==> config.mk <==
export PLATFORM = sky130hd
export DESIGN_NAME = instruction_fetch_phase
export DESIGN_NICKNAME = d
export VERILOG_FILES = /design/src/rtl/instruction_fetch_phase.sv
export SDC_FILE = /design/constraint.sdc
export NUM_CORES = 1
export LEC_CHECK = 0
export CAP_MARGIN = 10
export CELL_PAD_IN_SITES_DETAIL_PLACEMENT = 1
export CELL_PAD_IN_SITES_GLOBAL_PLACEMENT = 2
export CORE_UTILIZATION = 36
export CTS_BUF_LIST = sky130_fd_sc_hd__clkbuf_2 sky130_fd_sc_hd__clkbuf_4 sky130_fd_sc_hd__clkbuf_8
export DETAILED_ROUTE_END_ITERATION = 16
export PLACE_DENSITY_LB_ADDON = 0.1
export SKIP_CTS_REPAIR_TIMING = 1
export SKIP_LAST_GASP = 1
export SYNTH_ARGS = -nofsm -noshare
export SYNTH_HDL_FRONTEND = slang
export SYNTH_SLANG_ARGS = --single-unit
==> constraint.sdc <==
create_clock -name Clk -period 14.5 [get_ports Clk]
set_input_delay 1.45 -clock Clk [delete_from_list [all_inputs] [get_ports Clk]]
set_output_delay 1.45 -clock Clk [all_outputs]
set_load 0.05 [all_outputs]
==> src/rtl/instruction_fetch_phase.sv <==
// IF stage and IF/ID register with a request/acknowledge instruction-memory port.
// Defining FETCH_PERF_CNT_EN adds saturating fetch and stall counters.
module instruction_fetch_phase #(
    parameter logic [31:0] RESET_PC  = 32'h0000_0000,
    parameter logic [31:0] NOP_INSTR = 32'h0000_0000
) (
    input  logic        Clk,
    input  logic        Reset,
    input  logic        Stall,
    input  logic        Redirect,
    input  logic [31:0] RedirectTarget,
    output logic        imem_req,
    output logic [31:0] imem_addr,
    input  logic        imem_ack,
    input  logic [31:0] imem_rdata,
    output logic [31:0] instr_out,
    output logic [31:0] pc_out,
    output logic        valid_out
`ifdef FETCH_PERF_CNT_EN
    ,
    output logic [31:0] fetch_count,
    output logic [31:0] stall_count
`endif
);

    typedef enum logic [1:0] {
        IDLE,
        FETCH,
        HELD,
        DISCARD
    } state_t;

    state_t      state;
    logic [31:0] pc;
    logic [31:0] hold_buf;
    logic [31:0] pending_target;
    logic [31:0] target;
    logic [31:0] pc_plus4;
    logic        deliver;
    logic [31:0] deliver_word;

    assign target   = RedirectTarget & 32'hFFFF_FFFC;
    assign pc_plus4 = pc + 32'd4;

    // In DISCARD the PC is left untouched, so it still names the outstanding request.
    assign imem_req  = (state == FETCH) || (state == DISCARD);
    assign imem_addr = pc;

    always_comb begin
        deliver      = 1'b0;
        deliver_word = imem_rdata;
        if (!Redirect && !Stall) begin
            if (state == FETCH && imem_ack) begin
                deliver = 1'b1;
            end else if (state == HELD) begin
                deliver      = 1'b1;
                deliver_word = hold_buf;
            end
        end
    end

    always_ff @(posedge Clk or posedge Reset) begin
        if (Reset) begin
            state          <= IDLE;
            pc             <= RESET_PC & 32'hFFFF_FFFC;
            instr_out      <= NOP_INSTR;
            pc_out         <= 32'h0;
            valid_out      <= 1'b0;
            hold_buf       <= 32'h0;
            pending_target <= 32'h0;
        end else begin
            if (deliver) begin
                instr_out <= deliver_word;
                pc_out    <= pc_plus4;
                valid_out <= 1'b1;
                pc        <= pc_plus4;
            end
            case (state)
                IDLE: begin
                    state <= FETCH;
                    if (Redirect) begin
                        pc        <= target;
                        instr_out <= NOP_INSTR;
                        valid_out <= 1'b0;
                    end
                end
                FETCH: begin
                    if (imem_ack) begin
                        if (Redirect) begin
                            pc        <= target;
                            instr_out <= NOP_INSTR;
                            valid_out <= 1'b0;
                        end else if (Stall) begin
                            hold_buf <= imem_rdata;
                            state    <= HELD;
                        end
                    end else if (Redirect) begin
                        // The in-flight word must still be absorbed before the target can issue.
                        pending_target <= target;
                        instr_out      <= NOP_INSTR;
                        valid_out      <= 1'b0;
                        state          <= DISCARD;
                    end else if (!Stall) begin
                        instr_out <= NOP_INSTR;
                        valid_out <= 1'b0;
                    end
                end
                HELD: begin
                    if (Redirect) begin
                        pc        <= target;
                        instr_out <= NOP_INSTR;
                        valid_out <= 1'b0;
                        state     <= FETCH;
                    end else if (!Stall) begin
                        state <= FETCH;
                    end
                end
                DISCARD: begin
                    if (Redirect) begin
                        instr_out <= NOP_INSTR;
                        valid_out <= 1'b0;
                    end
                    if (imem_ack) begin
                        pc    <= Redirect ? target : pending_target;
                        state <= FETCH;
                    end else if (Redirect) begin
                        pending_target <= target;
                    end
                end
                default: state <= IDLE;
            endcase
        end
    end

`ifdef FETCH_PERF_CNT_EN
    always_ff @(posedge Clk or posedge Reset) begin
        if (Reset) begin
            fetch_count <= 32'h0;
            stall_count <= 32'h0;
        end else begin
            if (deliver && fetch_count != 32'hFFFF_FFFF) begin
                fetch_count <= fetch_count + 32'd1;
            end
            if (Stall && stall_count != 32'hFFFF_FFFF) begin
                stall_count <= stall_count + 32'd1;
            end
        end
    end
`endif

endmodule

Yosys cells after proc, flatten, opt, wreduce, memory -nomap -nowiden

Index checks and enable logic that the tools add are counted.

Word-level logic and storage cells: 62
Register bits: 163
Input port bits: 69
Output and inout port bits: 98

Mux-type cells: 32
Equality and inequality tests: 8
Bitwise operators: 2
Add/sub/neg operators: 1
Reductions and logical operators: 12

Operators with widths:

| operator                                                              | count |
|---|---|
| 32-bit 2-to-1 mux                                                     | 13 |
| 32-bit one-hot mux with 3 select lines                                | 1 |
| 32-bit one-hot mux with 2 select lines                                | 1 |
| 32-bit by 3-bit adder with 32-bit output, second input constant       | 1 |
| 2-bit 2-to-1 mux                                                      | 7 |
| 3-bit inequality test, second input constant                          | 4 |
| 1-bit 2-to-1 mux                                                      | 8 |
| 2-bit one-hot mux with 4 select lines                                 | 1 |
| 5-bit AND reduction                                                   | 1 |
| 2-bit equality test, second input constant                            | 2 |
| 4-bit AND reduction                                                   | 1 |
| 2-bit OR reduction                                                    | 2 |
| 3-bit OR reduction                                                    | 1 |
| 2-bit by 1-bit equality test with 1-bit output, second input constant | 1 |
| 1-bit logical AND                                                     | 2 |
| 1-bit zero test                                                       | 2 |
| 2-bit zero test                                                       | 1 |
| 2-bit inequality test, second input constant                          | 1 |
| 1-bit NOT                                                             | 2 |
| 1-bit one-hot mux with 2 select lines                                 | 1 |
| 2-bit AND reduction                                                   | 1 |
| 1-bit logical OR                                                      | 1 |

Logic depth before layout (Yosys ltp)

Gate-level depths: netlist (run 1).

Depth in word-level cells: 9
Gate-level depth with buffers: 8

Worst setup path before layout (run 1)

No wires, ideal clock.

Path kind: input port to flip-flop
Start: input port imem_ack
End: register valid_out
Setup slack: 11.485 ns
Arrival time: 2.874 ns
Buffers on the path: 4
Library setup time: 0.141 ns
Stages on the path: 7
Path through: and3b_1 -> clkbuf_1 -> o21ai_1 -> clkbuf_1 -> buf_2 -> clkbuf_1 -> o21ai_0

Cells in the longest elaborated chain, start to end: 8
Elaborated cells on any way between the ends: 9

RTL lines:

| item                                    | RTL line | source |
|---|---|---|
| from (decl)                             | 14       | `input logic imem_ack,` |
| 1-bit logical AND                       | 53       | `if (state == FETCH && imem_ack) begin` |
| 1-bit 2-to-1 mux                        | 53       |  |
| 1-bit 2-to-1 mux                        | 52       | `if (!Redirect && !Stall) begin` |
| 1-bit 2-to-1 mux                        | 72       | `if (deliver) begin` |
| 1-bit 2-to-1 mux                        | 103      | `end else if (!Stall) begin` |
| 1-bit 2-to-1 mux                        | 97       | `end else if (Redirect) begin` |
| 1-bit 2-to-1 mux                        | 88       | `if (imem_ack) begin` |
| 1-bit one-hot mux with 2 select lines * | 78       | `case (state)` |
| to (signal assigned)                    | 92       | `valid_out <= 1'b0;` |
| to (signal assigned)                    | 101      | `valid_out <= 1'b0;` |
| to (signal assigned)                    | 105      | `valid_out <= 1'b0;` |
| to (decl)                               | 18       | `output logic valid_out` |

Mark *: on every way between the ends. The rest lies on a longest branch, timed or not.
A chain may end at the register's enable or synchronous reset.

Worst setup path in the final report (run 1)

Start: input port imem_ack
End: register pc[11] (netlist: imem_addr[11])

Cells in the longest elaborated chain, start to end: 7
Elaborated cells on any way between the ends: 8

RTL lines:

| item                                     | RTL line    | source |
|---|---|---|
| 1-bit logical AND                        | 53          |  |
| 1-bit 2-to-1 mux                         | 53          |  |
| 1-bit 2-to-1 mux                         | 52          |  |
| 32-bit 2-to-1 mux                        | 72          |  |
| 32-bit 2-to-1 mux                        | 81, 89, 109 |  |
| 32-bit 2-to-1 mux                        | 88          |  |
| 32-bit one-hot mux with 3 select lines * | 78          |  |
| to (signal assigned)                     | 82          | `pc <= target;` |
| to (signal assigned)                     | 90          | `pc <= target;` |
| to (signal assigned)                     | 110         | `pc <= target;` |
| to (decl)                                | 34          | `logic [31:0] pc;` |

Marked as above.

==> results.yml, run 1 <==
logic_synthesis:
  synth_common_cells: "dfrtp_1 (163), mux2_2 (62), clkbuf_1 (54)"
  synthTopCellsByArea: "dfrtp_1 (52%), mux2_2 (8.9%), a221oi_1 (3.6%), clkbuf_1 (2.6%), or4_1 (2.6%)"
  syn_area_um2: 7810
  synth_top_area_share_pct: 52.2
  ys_seq_area_share_pct: 52.2
  synth.distinct_cells: 48
  synth_top_cell_by_area: "dfrtp_1"
  synth-edff-count: 0
  syn_inst: 735
  ys.flop_type: "dfrtp_1"
  syn_nets: 805
  synthArstFlopShare_pct: 100
  synth.avg_cell_area_um2: 10.6
  yosysMostFrequentCell: "dfrtp_1"
  ys_warn_count: 0
  ys_seq_elements: 163
route:
  drt_iter0_drc: 312
  dr.pass1.iters: 4
  met1Wirelength_mm: 10.2
  dr_total_vias: 6420
  routed-wl-met2_mm: 11.6
  highest_layer: "met5"
  wl_met3_mm: 1.24
  wl_mm: 23.4
  drc_errors: 0
  final_antenna_net_count: 0
  wl_per_cell_um: 20.6
  vias_per_cell: 5.64
die:
  die_x_um: 149
  start_util_pct: 36.9
  row_count: 53
  die_h_um: 149
  core_area_um2: 21200
  die-area_um2: 22300
  io_pins: 167
pwr:
  p_switching_w: 0.000543
  combPwrFrac_pct: 32.2
  swShare_pct: 37.0
  p_leak_nw: 3.80
  vdd_ir_drop_max_mv: 0.0562
  p_int_w: 0.000924
  powerDensity_nw_per_um2: 146
  clkPwrFrac_pct: 25.5
  power_frac_seq_pct: 42.4
timing:
  rsz0062_at_grt: "no"
  period_share_pct: 27.7
  maxSlewHeadroom_pct: 25.0
  drv_slew: 0
  setup_ws_ps: 10480
  clock_skew_ps: 8.43
  hold_viol: 0
  fin_crit_ps: 4020
  tightest_slew_ps: 1120
  finalSetupViolations: 0
  setup_tns_ps: 0
  fmax_ghz: 0.249
worst_setup_path:
  reg2reg_depth: 5
  cp_max_fo: 71
  critPathRequiredTime_ps: 14880
  startpoint: "imem_ack"
  worst-setup-path-type: "input port to flop"
  endpoint_kind: "flop"
  cp.arrival_ps: 4400
  r2r_start: "state[1]"
  start_kind: "input port"
global_route:
  grt.overflow.total: 0
  first_global_vias: 6949
  grt_use_total_pct: 22.0
  antenna_found_initial: 1
  grt_max_degree: 104
  grt_pass1_wl_mm: 37.6
cells_and_area:
  final_area_um2: 10000
  area_delta_synth_final_pct: 28.5
  stdcell_count: 1139
  final_layout_size_suffix_gt1_share_pct: 12.8
  antennaDiodeCount: 0
  final_core_util_pct: 47.5
  fin_nets: 925
hold_path:
  min_path_cells: 2
  hp-class: "flop to flop"
  hp-start: "pc_out[12]"
status:
  status: "complete, no violations"
place:
  placed_cells: 1110
  gp_congestion: 0.742
  port_buffers: 164
  hpwl_mm: 15.5
  placed_area_um2: 9590
  dp_slack_ps: 9950
cts:
  clk_pin_slew_ps: 90
  max-clock-path-buffers: 2
  cts.sinks: 163
  cts_max_level: 4
  cts_tree: "done"
  cts_made_buffers: 17
  root_buffer: "clkbuf_8"
  insertion_delay_ps: 450
run:
  maxCapViolCount: 0
## sequential cells by signal, summed over array words and instances (netlist names)
signal,count
pending_target,32
pc_out,32
valid_out,1
instr_out,32
state,2
imem_addr,32
hold_buf,32
## path summary, 6_finish.rpt
kind	end	slack, ps
min in group asynchronous	pc_out[7]	1600
worst min-delay path	pc_out[12]	490
worst max register to register	imem_addr[28]	11100
max in group asynchronous	hold_buf[29]	11500
worst max-delay path	imem_addr[11]	10480
worst min register to register	pc_out[12]	490
## stage by stage
stage / total power (W) / hold WS (ps)
after floorplan: 0.000925 / 454
after global placement: 0.00109 / 461
after detailed placement: 0.00111 / 473
after CTS: 0.00148 / 494
after global routing: 0.00154 / 514
final: 0.00147 / 487
## logic make-up after synthesis
| group | share of synthesized area (%) |
|---|---|
| XOR/XNOR | 2.13 |
| AND/OR/NAND/NOR | 17.0 |
| multiplexers | 9.58 |
| adder cells (fa/ha/maj) | 0.160 |
| flip-flops | 52.2 |
| buffers and inverters | 3.83 |
| AO/OA/AOI/OAI | 15.1 |
## critical path, stage by stage
cell and delay [ps]:
clkdlybuf4s50_1 570, and3b_1 380, o21ai_4 870, buf_4 690
o21ai_0 200, a31oi_1 200
## final cells by class
| cell class | count | area [um^2] |
|---|---|---|
| timing repair buffer | 171 | 1700 |
| clock inverter | 10 | 185 |
| inverter | 4 | 20.0 |
| clock buffer | 18 | 248 |
| sequential | 163 | 4080 |
| multi-input combinational | 498 | 3470 |
| tap | 275 | 344 |
| fill | 2294 | 11100 |
## metal layers
layer / vias up / global-route usage (%)
li1: 2983 / -
met1: 3267 / 27.1
met2: 140 / 37.5
met3: 28 / 5.23
met4: 2 / 7.65
met5: - / 0
## power by group through the flow
stage                     sequential (W)  combinational, W  clock, W
after floorplan                 0.000773          0.000152         0
after CTS                       0.000622          0.000477  0.000382
after global placement          0.000622          0.000466         0
after detailed placement        0.000631          0.000476         0
final                           0.000622          0.000472  0.000374
after global routing            0.000636          0.000504  0.000402
## cells in the final DEF, fill, tap and decap left out, types with 5 or more instances in the layout
cell type        instances
nor2_1                  49
nand3_1                 20
clkbuf_8                18
dfrtp_1                163
a21oi_1                  5
o211ai_1                18
nor2b_1                 23
a221oi_1                32
xnor2_1                  8
or2_2                    5
a22oi_1                  5
clkdlybuf4s50_1        163
nor3_1                  33
bufinv_16                5
o31ai_1                 14
or3_1                   14
or4_1                   27
nand2_1                 36
a211oi_1                21
xor2_1                  11
o21ai_0                 32
a31oi_1                 26
nand4_1                 13
buf_4                    6
mux2i_1                  5
mux2_2                  62
No activity file was read; power rests on OpenSTA's default activity.
==> run 2, diff against run 1 <==
--- a/config.mk
+++ b/config.mk
@@ -8,7 +8,7 @@
 export CAP_MARGIN = 10
 export CELL_PAD_IN_SITES_DETAIL_PLACEMENT = 1
 export CELL_PAD_IN_SITES_GLOBAL_PLACEMENT = 2
-export CORE_UTILIZATION = 36
+export CORE_UTILIZATION = 33
 export CTS_BUF_LIST = sky130_fd_sc_hd__clkbuf_2 sky130_fd_sc_hd__clkbuf_4 sky130_fd_sc_hd__clkbuf_8
 export DETAILED_ROUTE_END_ITERATION = 16
 export PLACE_DENSITY_LB_ADDON = 0.1
==> constraint.sdc (replaced) <==
create_clock -name Clk -period 3.77 [get_ports Clk]
set_input_delay 0.377 -clock Clk [delete_from_list [all_inputs] [get_ports Clk]]
set_output_delay 0.377 -clock Clk [all_outputs]
set_load 0.05 [all_outputs]
==> results.yml, run 2 (same netlist as run 1, synthesis figures left out) <==
cts:
  max-clock-path-buffers: 2
  insertion_delay_ps: 470
  cts.sinks: 163
  clk_pin_slew_ps: 110
  root_buffer: "clkbuf_8"
  cts_max_level: 4
  cts_tree: "done"
  cts_made_buffers: 17
cells_and_area:
  area_delta_synth_final_pct: 30.0
  antennaDiodeCount: 0
  stdcell_count: 1190
  fin_nets: 934
  final_core_util_pct: 44.3
  nFillCells: 2490
  final_layout_size_suffix_gt1_share_pct: 14.1
  mostFrequentLayoutCells: "dfrtp_1 (163), clkdlybuf4s50_1 (163), mux2_2 (62)"
timing:
  hold_viol: 0
  clock_skew_ps: 19.4
  rsz0062_at_grt: "no"
  timing.hold.ws_ps: 369
  drv_slew: 0
  finalSetupViolations: 0
  period_share_pct: 70.0
  maxSlewHeadroom_pct: 35.4
  fmax_ghz: 0.379
  fin_crit_ps: 2640
  setup_tns_ps: 0
  tightest_slew_ps: 965
die:
  row_count: 55
  io_pins: 167
  start_util_pct: 34.1
  die_h_um: 156
  die_x_um: 156
  core_area_um2: 22900
  die-area_um2: 24300
worst_setup_path:
  critPathTopFamily: "simple AND/OR/NAND/NOR gates"
  endpoint_kind: "flop"
  critPathRequiredTime_ps: 4140
  crit_slowest_cell: "or4_1"
  crit_chain: "nand4_2, or4_1, or4_1, a31oi_1"
  slowest_delay_ps: 940
  crit_buf_inv: 0
  start_kind: "flop"
  cp_max_fo: 25
  worst-setup-path-type: "flop to flop"
  cp_common_cell: "or4_1"
  cp.arrival_ps: 3010
route:
  drc_errors: 0
  final_antenna_net_count: 0
  dr.pass1.iters: 4
  vias_per_cell: 5.35
  drt_iter0_drc: 229
  dr_total_vias: 6372
  wl_per_cell_um: 20.0
  wl_mm: 23.8
pwr:
  powerDensity_nw_per_um2: 545
  p_switching_w: 0.00219
  p_leak_nw: 3.84
  vdd_ir_drop_max_mv: 0.193
  swShare_pct: 39.6
  fin_total_pwr_w: 0.00553
  clkPwrFrac_pct: 23.7
  p_int_w: 0.00334
  power_frac_seq_pct: 43.0
  combPwrFrac_pct: 33.3
place:
  gp_congestion: 0.771
  placed_cells: 1158
  hpwl_mm: 16.1
  port_buffers: 164
global_route:
  grt_use_total_pct: 20.5
  first_global_vias: 6818
  grt.overflow.total: 0
  grt_pass1_wl_mm: 38.5
  antenna_found_initial: 1
  grt_max_degree: 99
hold_path:
  hp-class: "input port to async pin"
status:
  status: "complete, no violations"
run:
  maxCapViolCount: 0
==> run 2: changes by cell type in the layout (fill, tap and decap cells not counted), sizes merged <==
cell / before / now
bufinv: 5 / 1
buf: 8 / 17
inv: 4 / 12
clkinv: 4 / 3
clkinvlp: 1 / 2
==> run 2: layout make-up <==
cell class | instances | area [um^2] | share of cell area, %
Clock buffer | 18 | 241 | 2.38
Inverter | 4 | 18.8 | 0.185
Timing Repair Buffer | 180 | 1790 | 17.7
Multi-Input combinational cell | 498 | 3470 | 34.2
Clock inverter | 14 | 159 | 1.57
Tap cell | 313 | 392 | 3.86
Sequential cell | 163 | 4080 | 40.2
==> run 2: worst reg2reg max path, cell delays in order (launching register included) <==
cell     delay [ps]
dfrtp_1         500
nand4_2         230
or4_1           950
or4_1           680
a31oi_1         190
==> run 2: worst paths after layout <==
kind	startpoint	end	slack, ps	cells after the start
min	Reset	instr_out[2]	370	3
min in group Clk	pc_out[3]	pc_out[3]	480	2
max	imem_addr[10]	imem_addr[21]	1130	4
max reg2reg	imem_addr[10]	imem_addr[21]	1130	4
max in group asynchronous	Reset	pc_out[30]	2880	3
min reg2reg	pc_out[3]	pc_out[3]	480	2
==> run 2: per-stage QoR <==
step	setup slack, ps	cell area (um^2)
floorplan	1220	7810
global placement	930	9750
detailed placement	873	9750
CTS	1120	10200
global route	932	10200
finish	1130	10200
==> run 2: power groups by stage <==
stage	clock (W)	combinational, W	sequential [W]
2_1_floorplan	0	0.000586	0.00297
3_3_place_gp	0	0.00183	0.00239
3_5_place_dp	0	0.00186	0.00242
4_1_cts	0.00136	0.00186	0.00238
5_1_grt	0.00144	0.00196	0.00244
6_report	0.00131	0.00184	0.00238
==> run 2: routing by layer <==
metal / vias to the layer above / GRT usage (%) / part of all wire, %
met5: - / 0 / 0.046
met4: 2 / 5.65 / 1.1
met3: 22 / 4.58 / 4.6
met2: 126 / 34.9 / 50
met1: 3216 / 26.0 / 44
li1: 3006 / - / -
